### src/rtl/systolic_feeder.sv
// Feeds a weight-stationary ROWS x COLS PE grid: preloads weight rows, streams skewed activation
// vectors (lane r delayed r cycles), then flushes the array with zeros before signalling done.
module systolic_feeder #(
  parameter int unsigned DATA_W = 16,
  parameter int unsigned ROWS   = 8,
  parameter int unsigned COLS   = 16,
  parameter int unsigned CNT_W  = 16
) (
  input  logic                   clk,
  input  logic                   reset,
  input  logic                   start,
  input  logic [CNT_W-1:0]       num_vectors,
  input  logic [COLS*DATA_W-1:0] w_data,
  input  logic                   w_valid,
  output logic                   w_ready,
  input  logic [ROWS*DATA_W-1:0] a_data,
  input  logic                   a_valid,
  output logic                   a_ready,
  output logic                   EN,
  output logic                   SELECTOR,
  output logic                   W_EN,
  output logic [COLS*DATA_W-1:0] in_weight_above,
  output logic [ROWS*DATA_W-1:0] active_left,
  output logic                   busy,
  output logic                   done
);

  localparam int unsigned DrainCycles = ROWS + COLS - 1;
  localparam int unsigned BeatW       = (ROWS > 1) ? $clog2(ROWS) : 1;
  localparam int unsigned DrainW      = $clog2(DrainCycles + 1);

  localparam logic [BeatW-1:0]  BeatLast  = BeatW'(ROWS - 1);
  localparam logic [DrainW-1:0] DrainLast = DrainW'(DrainCycles - 1);

  typedef enum logic [2:0] {
    StIdle,
    StLoadW,
    StCompute,
    StDrain,
    StDone
  } state_e;

  state_e              state_q, state_d;
  logic [BeatW-1:0]    beat_cnt_q, beat_cnt_d;
  logic [CNT_W-1:0]    vec_cnt_q, vec_cnt_d;
  logic [CNT_W-1:0]    num_vec_q, num_vec_d;
  logic [DrainW-1:0]   drain_cnt_q, drain_cnt_d;
  logic                w_en_q;
  logic [COLS*DATA_W-1:0] w_row_q;

  logic w_fire;
  logic a_fire;

  assign w_fire = w_valid && w_ready;
  assign a_fire = a_valid && a_ready;

  always_comb begin
    state_d     = state_q;
    beat_cnt_d  = beat_cnt_q;
    vec_cnt_d   = vec_cnt_q;
    num_vec_d   = num_vec_q;
    drain_cnt_d = drain_cnt_q;
    unique case (state_q)
      StIdle: begin
        if (start) begin
          state_d    = StLoadW;
          num_vec_d  = num_vectors;
          beat_cnt_d = '0;
          vec_cnt_d  = '0;
        end
      end
      StLoadW: begin
        if (w_fire) begin
          if (beat_cnt_q == BeatLast) begin
            state_d = (num_vec_q == '0) ? StDone : StCompute;
          end else begin
            beat_cnt_d = beat_cnt_q + 1'b1;
          end
        end
      end
      StCompute: begin
        if (a_fire) begin
          vec_cnt_d = vec_cnt_q + 1'b1;
          if (vec_cnt_q == num_vec_q - 1'b1) begin
            state_d     = StDrain;
            drain_cnt_d = '0;
          end
        end
      end
      StDrain: begin
        if (drain_cnt_q == DrainLast) begin
          state_d = StDone;
        end else begin
          drain_cnt_d = drain_cnt_q + 1'b1;
        end
      end
      StDone: begin
        state_d = StIdle;
      end
      default: begin
        state_d = StIdle;
      end
    endcase
  end

  // Ready depends only on state and counters, never on valid.
  always_comb begin
    w_ready  = 1'b0;
    a_ready  = 1'b0;
    EN       = 1'b0;
    busy     = 1'b1;
    done     = 1'b0;
    unique case (state_q)
      StIdle:    busy = 1'b0;
      StLoadW:   begin
        w_ready = 1'b1;
        EN      = 1'b1;
      end
      StCompute: begin
        a_ready = (vec_cnt_q < num_vec_q);
        EN      = 1'b1;
      end
      StDrain:   EN = 1'b1;
      StDone:    done = 1'b1;
      default:   busy = 1'b0;
    endcase
  end

  // SELECTOR stays high through the cycle that presents the final weight row.
  assign SELECTOR        = (state_q == StLoadW) || w_en_q;
  assign W_EN            = w_en_q;
  assign in_weight_above = w_row_q;

  always_ff @(posedge clk or negedge reset) begin
    if (!reset) begin
      state_q     <= StIdle;
      beat_cnt_q  <= '0;
      vec_cnt_q   <= '0;
      num_vec_q   <= '0;
      drain_cnt_q <= '0;
      w_en_q      <= 1'b0;
      w_row_q     <= '0;
    end else begin
      state_q     <= state_d;
      beat_cnt_q  <= beat_cnt_d;
      vec_cnt_q   <= vec_cnt_d;
      num_vec_q   <= num_vec_d;
      drain_cnt_q <= drain_cnt_d;
      w_en_q      <= w_fire;
      if (w_fire) begin
        w_row_q <= w_data;
      end
    end
  end

  // Lane r is a chain of r+1 registers; idle cycles push zeros so the array never stalls.
  for (genvar r = 0; r < ROWS; r++) begin : g_skew
    logic [DATA_W-1:0] lane_q [0:r];

    always_ff @(posedge clk or negedge reset) begin
      if (!reset) begin
        for (int k = 0; k <= r; k++) begin
          lane_q[k] <= '0;
        end
      end else begin
        lane_q[0] <= a_fire ? a_data[r*DATA_W +: DATA_W] : '0;
        for (int k = 1; k <= r; k++) begin
          lane_q[k] <= lane_q[k-1];
        end
      end
    end

    assign active_left[r*DATA_W +: DATA_W] = lane_q[r];
  end

endmodule

### config.mk
export PLATFORM = sky130hd
export DESIGN_NAME = systolic_feeder
export DESIGN_NICKNAME = d
export VERILOG_FILES = /design/src/rtl/systolic_feeder.sv
export SDC_FILE = /design/constraint.sdc
export NUM_CORES = 1
export LEC_CHECK = 0
export BUFFER_PORTS_ARGS = -buffer_cell sky130_fd_sc_hd__buf_2
export CAP_MARGIN = 20
export CORE_AREA = 2 2 306 308
export CTS_CLUSTER_SIZE = 40
export DETAILED_ROUTE_END_ITERATION = 10
export DIE_AREA = 0 0 308 310
export GPL_TIMING_DRIVEN = 1
export PLACE_DENSITY_LB_ADDON = 0.05
export SLEW_MARGIN = 20
export SYNTH_ARGS = -nofsm -noshare
export SYNTH_HDL_FRONTEND = slang
export SYNTH_SLANG_ARGS = --single-unit
### constraint.sdc
create_clock -name clk -period 6.8 [get_ports clk]
set_input_delay 1.36 -clock clk [delete_from_list [all_inputs] [get_ports clk]]
set_output_delay 1.36 -clock clk [all_outputs]
set_load 0.05 [all_outputs]
# Yosys cells after proc, flatten, opt, wreduce, memory -nomap -nowiden
# Cells that the tools add are included.
# Widths: inputs -> output; s select.
# totals
input_bits	405
ff_bits	876
wordCells	110
# op_classes
muxes	32
eq_ne	15
reduce_logical	15
n_addsub	4
n_lt_le_gt_ge	1
# ops
operator	count
$mux 16	10
$pmux 16 s2	1
$mux 3	10
$add 16x1->16 const B	1
$eq 16x16->1	1
$logic_not 16->1	1
$lt 16x16->1	1
$ne 2x2->1 const B	8
$sub 16x1->16 const B	1
$mux 5	3
$pmux 3 s4	1
$pmux 5 s2	1
$reduce_and 4->1	2
$eq 3x2->1 const B	2
$eq 3x3->1 const B	2
$pmux 3 s2	1
$reduce_and 6->1	1
$reduce_bool 2->1	3
$add 5x1->5 const B	1
$eq 5x5->1 const B	1
$mux 1	5
$reduce_or 4->1	1
$add 3x1->3 const B	1
$eq 3x1->1 const B	1
other kinds (6)	7

# Logic depth before layout (Yosys ltp)
# depth
depth_word	5
depth_mapped	11

# Worst setup path after synthesis
# No wires, ideal clock.
# synth_path
kind	reg-to-output
from	reg state_q[0]
to	out SELECTOR
path_buffers	1
setup_slack_ns	2.911
path_stages_with_launch	5
required_ns	5.440
arrival_time_ns	2.529
path_cell_list	dfrtp_1 clkbuf_1 inv_1 nor3_1 or2_2
# synth_between
elab_chain_len	2
# synth_lines
element	line	text
start, declared	43	state_e state_q, state_d;
start signal, assigned	136	state_q <= StIdle;
start signal, assigned	144	state_q <= state_d;
$eq 3x1->1	130	assign SELECTOR = (state_q == StLoadW) || w_en_q;
$logic_or 1x1->1	130	
end, declared	20	output logic SELECTOR,
# Every way passes these cells.

# Worst setup path after layout
# layout_path
from	reg num_vec_q[15]
to	out a_ready
# layout_between
elab_chain_len	2
# layout_lines
element	line	text
start, declared	46	logic [CNT_W-1:0] num_vec_q, num_vec_d;
start signal, assigned	147	num_vec_q <= num_vec_d;
$lt 16x16->1	120	a_ready = (vec_cnt_q < num_vec_q);
$mux 1	113	unique case (state_q)
end, declared	18	output logic a_ready,
# Every way passes these cells.

==> flow_summary.json <==
{
  "status": "completed",
  "utilization_pct": 39.4,
  "pwr-share-comb_pct": 34.7,
  "final_nets": 2883,
  "finClkSkew_ps": 43.9,
  "synth_top_area_cell": "dfrtp_1",
  "setup_violations": 0,
  "syn_area_um2": 28500,
  "vias": 15900,
  "drt_iter0_drc": 811,
  "ff2ff_path_depth": 9,
  "grt_pass1_wl_um": 115000,
  "cap_violations": 0,
  "cts_resized": 0,
  "start_util_pct": 30.9,
  "slowest_stage": "or4_1",
  "totalWireLength_um": 81900,
  "wl_met1_um": 27600,
  "fmax_mhz": 238,
  "seq_area_frac_synth_pct": 76.8,
  "synth_cell_type_count": 49,
  "crit_family": "simple AND/OR/NAND/NOR gates",
  "cp_max_fo": 3,
  "fin_setup_tns_ps": 0,
  "die_w_um": 308,
  "portBuffers": 795,
  "cts_setup_buffers": 0,
  "path_clk_slew_ps": 60,
  "critPathRequiredTime_ps": 5440,
  "grt_pass1_vias": 16800,
  "first_pass_iters": 4,
  "hold_path.class": "reg -> reg",
  "synth_edf_count": 0,
  "h-tree-depth": 3,
  "yosysMostFrequentCell": "dfrtp_1",
  "cp.arrival_ps": 2830,
  "cts_buffers": 96,
  "dpl_cell_area_um2": 33100,
  "worstSetupEndpointType": "output pin",
  "clkPwrFrac_pct": 27.1,
  "syn_inst": 1719,
  "routed.top_layer": "met5",
  "cts_tree": "yes",
  "synthTopCellsByCount": "dfrtp_1, mux2_2, and2_1, buf_4, clkbuf_1",
  "r2r_end": "drain_cnt_q[1]",
  "synth_area_leaders": "dfrtp_1, mux2_2, buf_4",
  "reg2reg_from": "vec_cnt_q[14]",
  "dpl.hpwl_um": 60900,
  "viasPerCell": 4.22,
  "async_reset_ff_share_pct": 100,
  "crit_cells": 7,
  "tightest_slew_ps": 1000,
  "drive_above_1_share_pct": 48.4,
  "dieHeight_um": 310,
  "max-vdd-ir-drop_mv": 0.306,
  "clk_latency_ps": 660,
  "core_area_um2": 92500,
  "final_area_um2": 36400,
  "clock_sinks": 876,
  "worstSetupEndpoint": "a_ready",
  "crit_buf_inv": 2,
  "place.gp.congestion": 0.774,
  "areaGrowthSynthToFinish_pct": 27.7,
  "power_density_nw_per_um2": 530,
  "postCtsHoldBufs": 0,
  "worstSetupStartpoint": "num_vec_q[15]",
  "wl_met3_um": 7140,
  "avgSynthCellArea_um2": 16.6,
  "yosys_warnings": 0,
  "grt_max_degree": 171,
  "grt_use_total_pct": 16.7,
  "wl_met2_um": 43800,
  "synth_top_area_share_pct": 76.8,
  "slowest_delay_ps": 540,
  "drc": 0,
  "grt_overflow": 0,
  "fin_crit_sh_pct": 61.7,
  "ys_ff_latch": 876,
  "rows": 112,
  "worstSetupPathType": "reg -> out",
  "synth_ff_type": "dfrtp_1",
  "total_power_mw": 19.3,
  "cts.path.max_buffers": 3,
  "wl_per_cell_um": 21.8,
  "io_pins": 796,
  "slew_headroom_pct": 33.3,
  "sw_frac_of_total_pct": 40.3,
  "finalMaxSlewViolations": 0,
  "r2r_setup_slack_ps": 3440,
  "die_area_um2": 95500,
  "grt_setup_unrepaired": "no",
  "fin_crit_ps": 4190,
  "synth_fp_nets": 2147,
  "switchingPower_mw": 7.79,
  "p_int_mw": 11.5,
  "p_leak_nw": 19.2,
  "worstPathCellList": "inv_1 > ha_1 > nand3_1 > or4_1 > a21oi_1 > nor3b_1 > buf_2",
  "drtAntennaViolNets": 0,
  "hold_viol": 0,
  "cts_root_buffer": "clkbuf_16",
  "whs_ps": 313,
  "antenna_found_initial": 57,
  "power_frac_seq_pct": 38.2,
  "start_kind": "flop"
}
-- flip-flops by register name (all words and copies together), names as in the netlist --
name and cells:
W_EN 1, active_left 112, beat_cnt_q 3, drain_cnt_q 5, g_skew.lane_q 464, in_weight_above 256
num_vec_q 16, state_q 3, vec_cnt_q 16
-- worst min-delay path by stage --
stage | from | endpoint | slack [ps] | cells after the start
after floorplan | g_skew[6].lane_q[20] | active_left[100] | 330 | 0
after global placement | g_skew[4].lane_q[36] | g_skew[4].lane_q[20] | 330 | 0
after detailed placement | g_skew[2].lane_q[22] | active_left[38] | 330 | 0
after CTS | g_skew[3].lane_q[36] | g_skew[3].lane_q[20] | 320 | 0
after global routing | g_skew[3].lane_q[36] | g_skew[3].lane_q[20] | 320 | 0
final | g_skew[3].lane_q[36] | g_skew[3].lane_q[20] | 310 | 0
-- per-layer routing --
| metal | global-route usage (%) | vias up |
|---|---|---|
| met5 | 0 | - |
| met4 | 6.78 | 12 |
| met3 | 6.40 | 153 |
| met2 | 30.5 | 576 |
| met1 | 17.2 | 8039 |
| li1 | - | 7077 |
-- power groups by stage --
stage | clock network, mW | logic (mW) | registers (mW)
finish | 5.23 | 6.70 | 7.39
global placement | 0 | 6.77 | 7.47
floorplan | 0 | 2.28 | 10.1
CTS | 5.43 | 6.82 | 7.42
detailed placement | 0 | 6.81 | 7.51
global route | 5.67 | 7.04 | 7.59
-- kinds of logic (layout without fill, tap and decap cells) --
group | Yosys count | in the layout | synth area share (%)
AOI/OAI and AO/OA | 58 | 58 | 1.25
xor gates and xnor gates | 40 | 40 | 1.23
adders and majority gates | 23 | 23 | 1.01
buffers and inverters | 195 | 1009 | 4.17
DFF | 876 | 876 | 76.8
muxes | 258 | 258 | 10.2
other | 0 | 29 | 0
and+or+nand+nor | 269 | 269 | 5.35
-- layout by cell type (no fill, tap or decap), types with 8 or more instances in the layout --
| cell type | Yosys | layout |
|---|---|---|
| dfrtp_1 | 876 | 876 |
| buf_2 | 7 | 794 |
| mux2_2 | 257 | 257 |
| and2_1 | 133 | 133 |
| clkbuf_16 | 0 | 96 |
| nand2_1 | 37 | 37 |
| nor2_1 | 35 | 35 |
| diode_2 | 0 | 29 |
| o21ai_0 | 28 | 28 |
| clkbuf_1 | 46 | 27 |
| inv_1 | 24 | 24 |
| ha_1 | 23 | 23 |
| clkbuf_8 | 0 | 23 |
| xnor2_1 | 21 | 21 |
| xor2_1 | 19 | 19 |
| nand3_1 | 15 | 15 |
| clkinv_2 | 0 | 15 |
| a21oi_1 | 13 | 13 |
| nand4_1 | 13 | 13 |
| nor3_1 | 9 | 9 |
| buf_4 | 114 | 8 |
-- worst reg2reg max path: stages, from the launching register on --
cell and delay, ps:
dfrtp_1 420, ha_1 340, a21o_1 210, a2111oi_4 360, o21ai_2 130, nor4bb_4 290
buf_4 670, and4_1 300, and4_1 370, o21ai_1 110
-- stage by stage --
step / setup slack, ps / cells
floorplan: 2910 / 1719
global placement: 3260 / 3553
detailed placement: 3220 / 3553
CTS: 2530 / 3729
global route: 2420 / 3736
finish: 2610 / 3759
-- final cells by class --
type / count / area (um^2)
antenna: 29 / 72.6
clock buffer: 146 / 2820
clock inverter: 30 / 418
fill: 8790 / 56100
inverter: 24 / 90.1
multi-input combinational: 648 / 5450
sequential: 876 / 21900
tap: 1197 / 1500
timing repair buffer: 809 / 4170
Note: power is estimated with default switching activity, not from simulation.
